--- src/rtl/dds_spi_pkg.sv ---
// Shared widths, FSM state codes and frame-length helper for the DDS serial-port responder.
package dds_spi_pkg;

  localparam int unsigned ADDR_W       = 5;
  localparam int unsigned DATA_W       = 64;
  localparam int unsigned INSTR_RW_BIT = 7;
  localparam int unsigned CNT_W        = 7;

  typedef logic [2:0] state_t;

  localparam state_t IDLE    = 3'd0;
  localparam state_t INSTR   = 3'd1;
  localparam state_t DATA_WR = 3'd2;
  localparam state_t DATA_RD = 3'd3;
  localparam state_t DONE    = 3'd4;

  // Data bytes following the instruction: 4 up to short_last, 8 above (incl. unimplemented).
  function automatic logic [3:0] nbytes(input logic [ADDR_W-1:0] addr,
                                        input int unsigned short_last);
    return (32'(addr) <= short_last) ? 4'd4 : 4'd8;
  endfunction

endpackage

--- src/rtl/dds_spi_sync.sv ---
// Multi-flop synchronizer with registered rise/fall strobes aligned to the synchronized level.
module dds_spi_sync #(
  parameter int unsigned STAGES = 2
) (
  input  logic clk,
  input  logic rst,
  input  logic d,
  output logic q,
  output logic rise,
  output logic fall
);

  logic [STAGES-1:0] chain;

  // Strobes are computed from the last two stages so they assert together with the new q.
  always_ff @(posedge clk or negedge rst) begin
    if (!rst) begin
      chain <= '0;
      rise  <= 1'b0;
      fall  <= 1'b0;
    end else begin
      chain <= {chain[STAGES-2:0], d};
      rise  <= chain[STAGES-2] & ~chain[STAGES-1];
      fall  <= ~chain[STAGES-2] & chain[STAGES-1];
    end
  end

  assign q = chain[STAGES-1];

endmodule

--- src/rtl/dds_spi_slave.sv ---
// Device-side DDS serial-port responder: instruction decode, shadow/active banks, IO_UPDATE transfer.
module dds_spi_slave
  import dds_spi_pkg::*;
#(
  parameter int unsigned NREG        = 23,
  parameter int unsigned SHORT_LAST  = 10,
  parameter int unsigned SYNC_STAGES = 2
) (
  input  logic              clk,
  input  logic              rst,
  input  logic              SCLK,
  input  logic              CS,
  input  logic              SDIO,
  output logic              SDO,
  input  logic              IO_UPDATE,
  input  logic [ADDR_W-1:0] rd_addr,
  output logic [DATA_W-1:0] rd_data,
  output logic              wr_strobe,
  output logic [ADDR_W-1:0] wr_addr,
  output logic              upd_pulse
);

  logic sclk_q, sclk_rise, sclk_fall;
  logic cs_q, cs_rise, cs_fall;
  logic sdio_q, sdio_rise, sdio_fall;
  logic upd_q, upd_rise, upd_fall;
  logic unused_sync;

  dds_spi_sync #(.STAGES(SYNC_STAGES)) u_sync_sclk (
    .clk(clk), .rst(rst), .d(SCLK), .q(sclk_q), .rise(sclk_rise), .fall(sclk_fall));
  dds_spi_sync #(.STAGES(SYNC_STAGES)) u_sync_cs (
    .clk(clk), .rst(rst), .d(CS), .q(cs_q), .rise(cs_rise), .fall(cs_fall));
  dds_spi_sync #(.STAGES(SYNC_STAGES)) u_sync_sdio (
    .clk(clk), .rst(rst), .d(SDIO), .q(sdio_q), .rise(sdio_rise), .fall(sdio_fall));
  dds_spi_sync #(.STAGES(SYNC_STAGES)) u_sync_upd (
    .clk(clk), .rst(rst), .d(IO_UPDATE), .q(upd_q), .rise(upd_rise), .fall(upd_fall));

  assign unused_sync = ^{sclk_q, cs_rise, sdio_rise, sdio_fall, upd_q, upd_fall};

  function automatic logic addr_ok(input logic [ADDR_W-1:0] a);
    return 32'(a) < NREG;
  endfunction

  state_t              state_q, state_d;
  logic [CNT_W-1:0]    bit_cnt_q, bit_cnt_d;
  logic [DATA_W-1:0]   shift_in_q, shift_in_d;
  logic [DATA_W-1:0]   shift_out_q, shift_out_d;
  logic [ADDR_W-1:0]   addr_q, addr_d;
  logic                commit_q, commit_d;
  logic                sdo_d;
  logic [7:0]          instr_c;
  logic [DATA_W-1:0]   rd_word_c;
  logic [CNT_W-1:0]    nbits_c;

  logic [DATA_W-1:0]   shadow_q [NREG];
  logic [DATA_W-1:0]   active_q [NREG];

  assign nbits_c = {nbytes(addr_q, SHORT_LAST), 3'b000};

  // Next-state and datapath control; CS high outside IDLE aborts the frame.
  always_comb begin
    state_d     = state_q;
    bit_cnt_d   = bit_cnt_q;
    shift_in_d  = shift_in_q;
    shift_out_d = shift_out_q;
    addr_d      = addr_q;
    commit_d    = 1'b0;
    sdo_d       = SDO;
    instr_c     = {shift_in_q[6:0], sdio_q};
    rd_word_c   = '0;
    if (addr_ok(instr_c[ADDR_W-1:0])) rd_word_c = active_q[instr_c[ADDR_W-1:0]];

    if (state_q != IDLE && cs_q) begin
      state_d   = IDLE;
      sdo_d     = 1'b0;
      bit_cnt_d = '0;
    end else begin
      case (state_q)
        IDLE: begin
          sdo_d     = 1'b0;
          bit_cnt_d = '0;
          if (cs_fall) state_d = INSTR;
        end
        INSTR: begin
          if (sclk_rise) begin
            shift_in_d = {shift_in_q[DATA_W-2:0], sdio_q};
            bit_cnt_d  = bit_cnt_q + CNT_W'(1);
            if (bit_cnt_q == CNT_W'(7)) begin
              addr_d    = instr_c[ADDR_W-1:0];
              bit_cnt_d = '0;
              if (instr_c[INSTR_RW_BIT]) begin
                state_d = DATA_RD;
                // 32-bit registers are left-aligned so the shifter always emits from bit 63.
                shift_out_d = (nbytes(instr_c[ADDR_W-1:0], SHORT_LAST) == 4'd4) ?
                              {rd_word_c[31:0], 32'h0} : rd_word_c;
              end else begin
                state_d = DATA_WR;
              end
            end
          end
        end
        DATA_WR: begin
          if (sclk_rise) begin
            shift_in_d = {shift_in_q[DATA_W-2:0], sdio_q};
            bit_cnt_d  = bit_cnt_q + CNT_W'(1);
            if (bit_cnt_q == nbits_c - CNT_W'(1)) begin
              state_d  = DONE;
              commit_d = addr_ok(addr_q);
            end
          end
        end
        DATA_RD: begin
          if (sclk_fall) begin
            if (bit_cnt_q == nbits_c) begin
              sdo_d   = 1'b0;
              state_d = DONE;
            end else begin
              sdo_d       = shift_out_q[DATA_W-1];
              shift_out_d = {shift_out_q[DATA_W-2:0], 1'b0};
              bit_cnt_d   = bit_cnt_q + CNT_W'(1);
            end
          end
        end
        DONE: ;
        default: state_d = IDLE;
      endcase
    end
  end

  // FSM, shifters and registered outputs.
  always_ff @(posedge clk or negedge rst) begin
    if (!rst) begin
      state_q     <= IDLE;
      bit_cnt_q   <= '0;
      shift_in_q  <= '0;
      shift_out_q <= '0;
      addr_q      <= '0;
      commit_q    <= 1'b0;
      SDO         <= 1'b0;
      wr_strobe   <= 1'b0;
      wr_addr     <= '0;
      upd_pulse   <= 1'b0;
      rd_data     <= '0;
    end else begin
      state_q     <= state_d;
      bit_cnt_q   <= bit_cnt_d;
      shift_in_q  <= shift_in_d;
      shift_out_q <= shift_out_d;
      addr_q      <= addr_d;
      commit_q    <= commit_d;
      SDO         <= sdo_d;
      wr_strobe   <= commit_q;
      if (commit_q) wr_addr <= addr_q;
      upd_pulse   <= upd_rise;
      rd_data     <= addr_ok(rd_addr) ? active_q[rd_addr] : '0;
    end
  end

  // Banks: an update in the commit cycle copies the pre-commit shadow.
  always_ff @(posedge clk or negedge rst) begin
    if (!rst) begin
      for (int i = 0; i < int'(NREG); i++) begin
        shadow_q[i] <= '0;
        active_q[i] <= '0;
      end
    end else begin
      if (upd_rise) begin
        for (int i = 0; i < int'(NREG); i++) active_q[i] <= shadow_q[i];
      end
      if (commit_q) begin
        shadow_q[addr_q] <= (nbytes(addr_q, SHORT_LAST) == 4'd4) ?
                            {32'h0, shift_in_q[31:0]} : shift_in_q;
      end
    end
  end

endmodule

--- config.mk ---
export PLATFORM = sky130hd
export DESIGN_NAME = dds_spi_slave
export DESIGN_NICKNAME = d
export VERILOG_FILES = /design/src/rtl/dds_spi_pkg.sv /design/src/rtl/dds_spi_sync.sv /design/src/rtl/dds_spi_slave.sv
export SDC_FILE = /design/constraint.sdc
export NUM_CORES = 2
export LEC_CHECK = 0
export CAP_MARGIN = 5
export CORE_MARGIN = 2
export CORE_UTILIZATION = 35
export DETAILED_ROUTE_END_ITERATION = 10
export REMOVE_ABC_BUFFERS = 1
export SLEW_MARGIN = 10
export SYNTH_ARGS = -nofsm -noshare
export SYNTH_HDL_FRONTEND = slang
export SYNTH_SLANG_ARGS = --single-unit
--- constraint.sdc ---
create_clock -name clk -period 2.05 [get_ports clk]
set_input_delay 0.41 -clock clk [delete_from_list [all_inputs] [get_ports clk]]
set_output_delay 0.41 -clock clk [all_outputs]
set_load 0.02 [all_outputs]
==> run metrics <==
Seq pwr share about two fifths; CP endpoint kind register; Crit-path slowest cell mux4_2; Core Area 385000 µm²; # IOs 83; die area 392000 µm²; Power Density 925 nW/µm²; Pre-Repair DR Iteration Count 7; CTS Buffer Depth 4; CTS H-tree depth 5; critical path fanouts, max 8; Placed Cells 14.6k; worst-skew pair later-pin latency 0.95 ns; final setup vio count 75; peak supply drop 0.644 mV; R2R cell count 8; Leakage approximately 79 nW; drt wl/cell ~27 µm; global-route wire length before repair 616000 µm; Mapped Cells 9293; Internal 112 mW; number of flops mapped to enable cells by yosys 0; Final Hold Fails 0; post-synthesis cell area 135000 µm²; ys async rst share 100%; hold crit path type in2reg; gr ovfl total 0; outcome finished with violations; port bufs 82; final non-filler cell total ~15k; Hold Startpoint rd_addr[4]; critical path class reg2reg; unrepaired setup endpoints after global routing yes; Register-to-Register Setup Slack -0.49 ns; PnR Total Power between 150 and 200 mW; Buf/Inv on CP 3; Setup WS post-layout -0.494 ns; Syn Area/Cell about 15 µm²; Slowest Stage Delay on Critical Path 0.51 ns; Syn. warnings 0; Reg clk slew, reported paths 0.07 ns; DR DRC count 0; die outline height approximately 630 µm; Sw Share 27.3%; max-cap violation count 0; WHS Endpoint rd_data[17]; Sink Count 3172; Clock Power Share 42.0%; routed vias 84.2k; fmax 393 MHz; synth unique cells 60; most common cell after layout, fill and taps aside dfrtp_1; vias in the first global route 89.2k; Switch Pwr 42.0 mW; Rel. slew slack 40.0%; layout cell share with drive strength beyond 1 a little under half; post-synthesis sequential area ratio 58.7%; Final Cycle Share 124%; Critical R2R Capture shift_out_q[18]; Avg Vias per Cell approximately 5.5; most frequent cells in the layout dfrtp_1, mux2_2, buf_4, nand2_1, mux4_2; Yosys reg bits around 3.2k; crit path DAT 3.36 ns; die width 626 µm; R2R Path Start shift_in_q[0]; fin crit period 2.54 ns; Gate power share 16.6%; final number of max-transition violations 0; Hold Path Depth 3; gr usage total 20.9%; starting density of the core between 30% and 40%; row cnt roughly 230; crit path cell chain buf_12, buf_16, mux4_2, a22o_1, a31oi_1, buf_4, a21oi_2, a221o_1; Worst Setup Start Kind register; failing checks negative setup slack; Crit path max-delay family compound AO/OA/AOI/OAI gates; Req. time, crit path ~2.9 ns; Iter 0 DRT Violations 7073; measured slew at the worst slew-check pin 0.899 ns; largest net degree at the start of global routing 102; Layout Nets 10.1k; hold slack 0.103 ns; Inserted Clock Buffers 343; RD Place Congestion 0.872; Layout Skew 0.0603 ns; Syn-to-layout area delta 22.9%; initial antenna violation count 11; post-DP HPWL 270000 µm; Routed WL a little over 400000 µm; Root Buffer clkbuf_16; ys flop type dfrtp_1; TritonCTS clock tree built; antenna-violating nets left 0
==> power by group through the flow <==
stage	combinational, mW	sequential (mW)	clock, mW
after floorplan	5.19	65.4	0
after global placement	20.6	64.8	0
after detailed placement	20.7	64.8	0
after CTS	23.4	63.7	65.6
after global routing	26.4	63.7	68.3
final	25.6	63.7	64.5
==> sequential cells by signal (all words and copies together), names as in the netlist, 3 cells and up <==
register and count:
state_q 3, active_q 1472, bit_cnt_q 7, rd_data 64, shift_in_q 64, shadow_q 1472
addr_q 5, shift_out_q 64, wr_addr 5
==> tightest hold or removal path, delay by kind of cell <==
family          cells  cell delay [ns]
compound gates      1             0.10
buf+inv             2             0.47
==> worst max-delay path by stage <==
stage	start	to	slack (ns)	cells past startpoint
2_1_floorplan	u_sync_upd.rise	active_q[0]	-31.53	1
3_3_place_gp	u_sync_sdio.chain[1]	shift_out_q[53]	-1.13	7
3_5_place_dp	u_sync_sdio.chain[1]	shift_out_q[53]	-1.15	7
4_1_cts	u_sync_sdio.chain[1]	shift_out_q[53]	-0.46	8
5_1_grt	bit_cnt_q[3]	shift_out_q[26]	-0.53	9
6_report	shift_in_q[0]	shift_out_q[18]	-0.49	8
==> area by class of cell <==
cell class / count / area, µm²
antenna: 8 / 20.0
timing repair buffer: 1203 / 13900
inverter: 76 / 285
fill: 34100 / 219000
clock buffer: 492 / 9980
sequential: 3172 / 79400
multi-input combinational: 5275 / 54600
tap: 5060 / 6330
clock inverter: 134 / 1780
==> logic make-up after synthesis <==
group                      count (synthesis)  share of synthesized area (%)
DFF                                     3172                           58.7
muxes                                   3092                           30.0
and+or+nand+nor                         1119                           3.94
AOI/OAI and AO/OA                       1061                           4.83
buffers and inverters                    846                           2.52
adders and majority gates                  2                         0.0185
xor gates and xnor gates                   1                        0.00647
==> per-layer routing <==
layer	global-route usage [%]	wire, µm	vias up
met2	33.8	197000	2416
met5	0	0	-
met4	7.03	14600	0
li1	-	-	35400
met3	3.05	21800	714
met1	28.9	181000	45600
==> cells in the mapped netlist, types with 4 or more instances <==
cell | instances | area [µm²]
o22ai_1 | 73 | 457
o21ai_0 | 541 | 2710
nand2_1 | 624 | 2340
mux4_2 | 545 | 12300
mux2_2 | 2269 | 25600
a211oi_1 | 7 | 52.6
a211o_1 | 8 | 70.1
nor2_1 | 58 | 218
buf_1 | 79 | 297
mux2i_1 | 277 | 2770
o22a_1 | 8 | 70.1
and2_1 | 354 | 2210
buf_2 | 116 | 581
dfrtp_1 | 3172 | 79400
nor3_1 | 4 | 20.0
a22oi_1 | 43 | 323
o2111ai_1 | 16 | 140
a221o_1 | 37 | 370
nand2b_1 | 5 | 31.3
inv_1 | 76 | 285
a2bb2oi_1 | 17 | 149
buf_4 | 14 | 105
o211ai_1 | 99 | 743
o221ai_1 | 8 | 70.1
nor3b_1 | 7 | 52.6
nor2b_1 | 20 | 125
o2bb2ai_1 | 22 | 193
o31ai_1 | 5 | 37.5
clkbuf_1 | 557 | 2090
and3_1 | 10 | 62.6
o21a_1 | 6 | 45.0
a22o_1 | 15 | 131
and3b_1 | 5 | 43.8
a21oi_1 | 95 | 475
a31oi_1 | 16 | 100
buf_6 | 4 | 45.0
a221oi_1 | 30 | 263
nand4_1 | 4 | 25.0
nand3_1 | 17 | 85.1
==> timing repair <==
item / in CTS / in global routing
gates resized for setup: 694 / 199
setup endpoints to repair: 350 / 167
cloned: 8 / 9
buffers inserted: 75 / 71
hold buffers: 6 / 0
endpoints found under the hold margin: 1554 / 0
pin swaps: 66 / 90
==> metrics by stage <==
stage / util [%] / setup TNS, ns / cell area [µm²] / setup WS (ns)
finish: 43.2 / -26.68 / 166000 / -0.494
global placement: 39.1 / -83.96 / 151000 / -1.13
CTS: 42.7 / -26.73 / 165000 / -0.464
global route: 43.2 / -31.02 / 166000 / -0.531
detailed placement: 39.1 / -87.21 / 151000 / -1.15
floorplan: - / - / 132000 / -31.53
(Power assumes the default switching activity.)
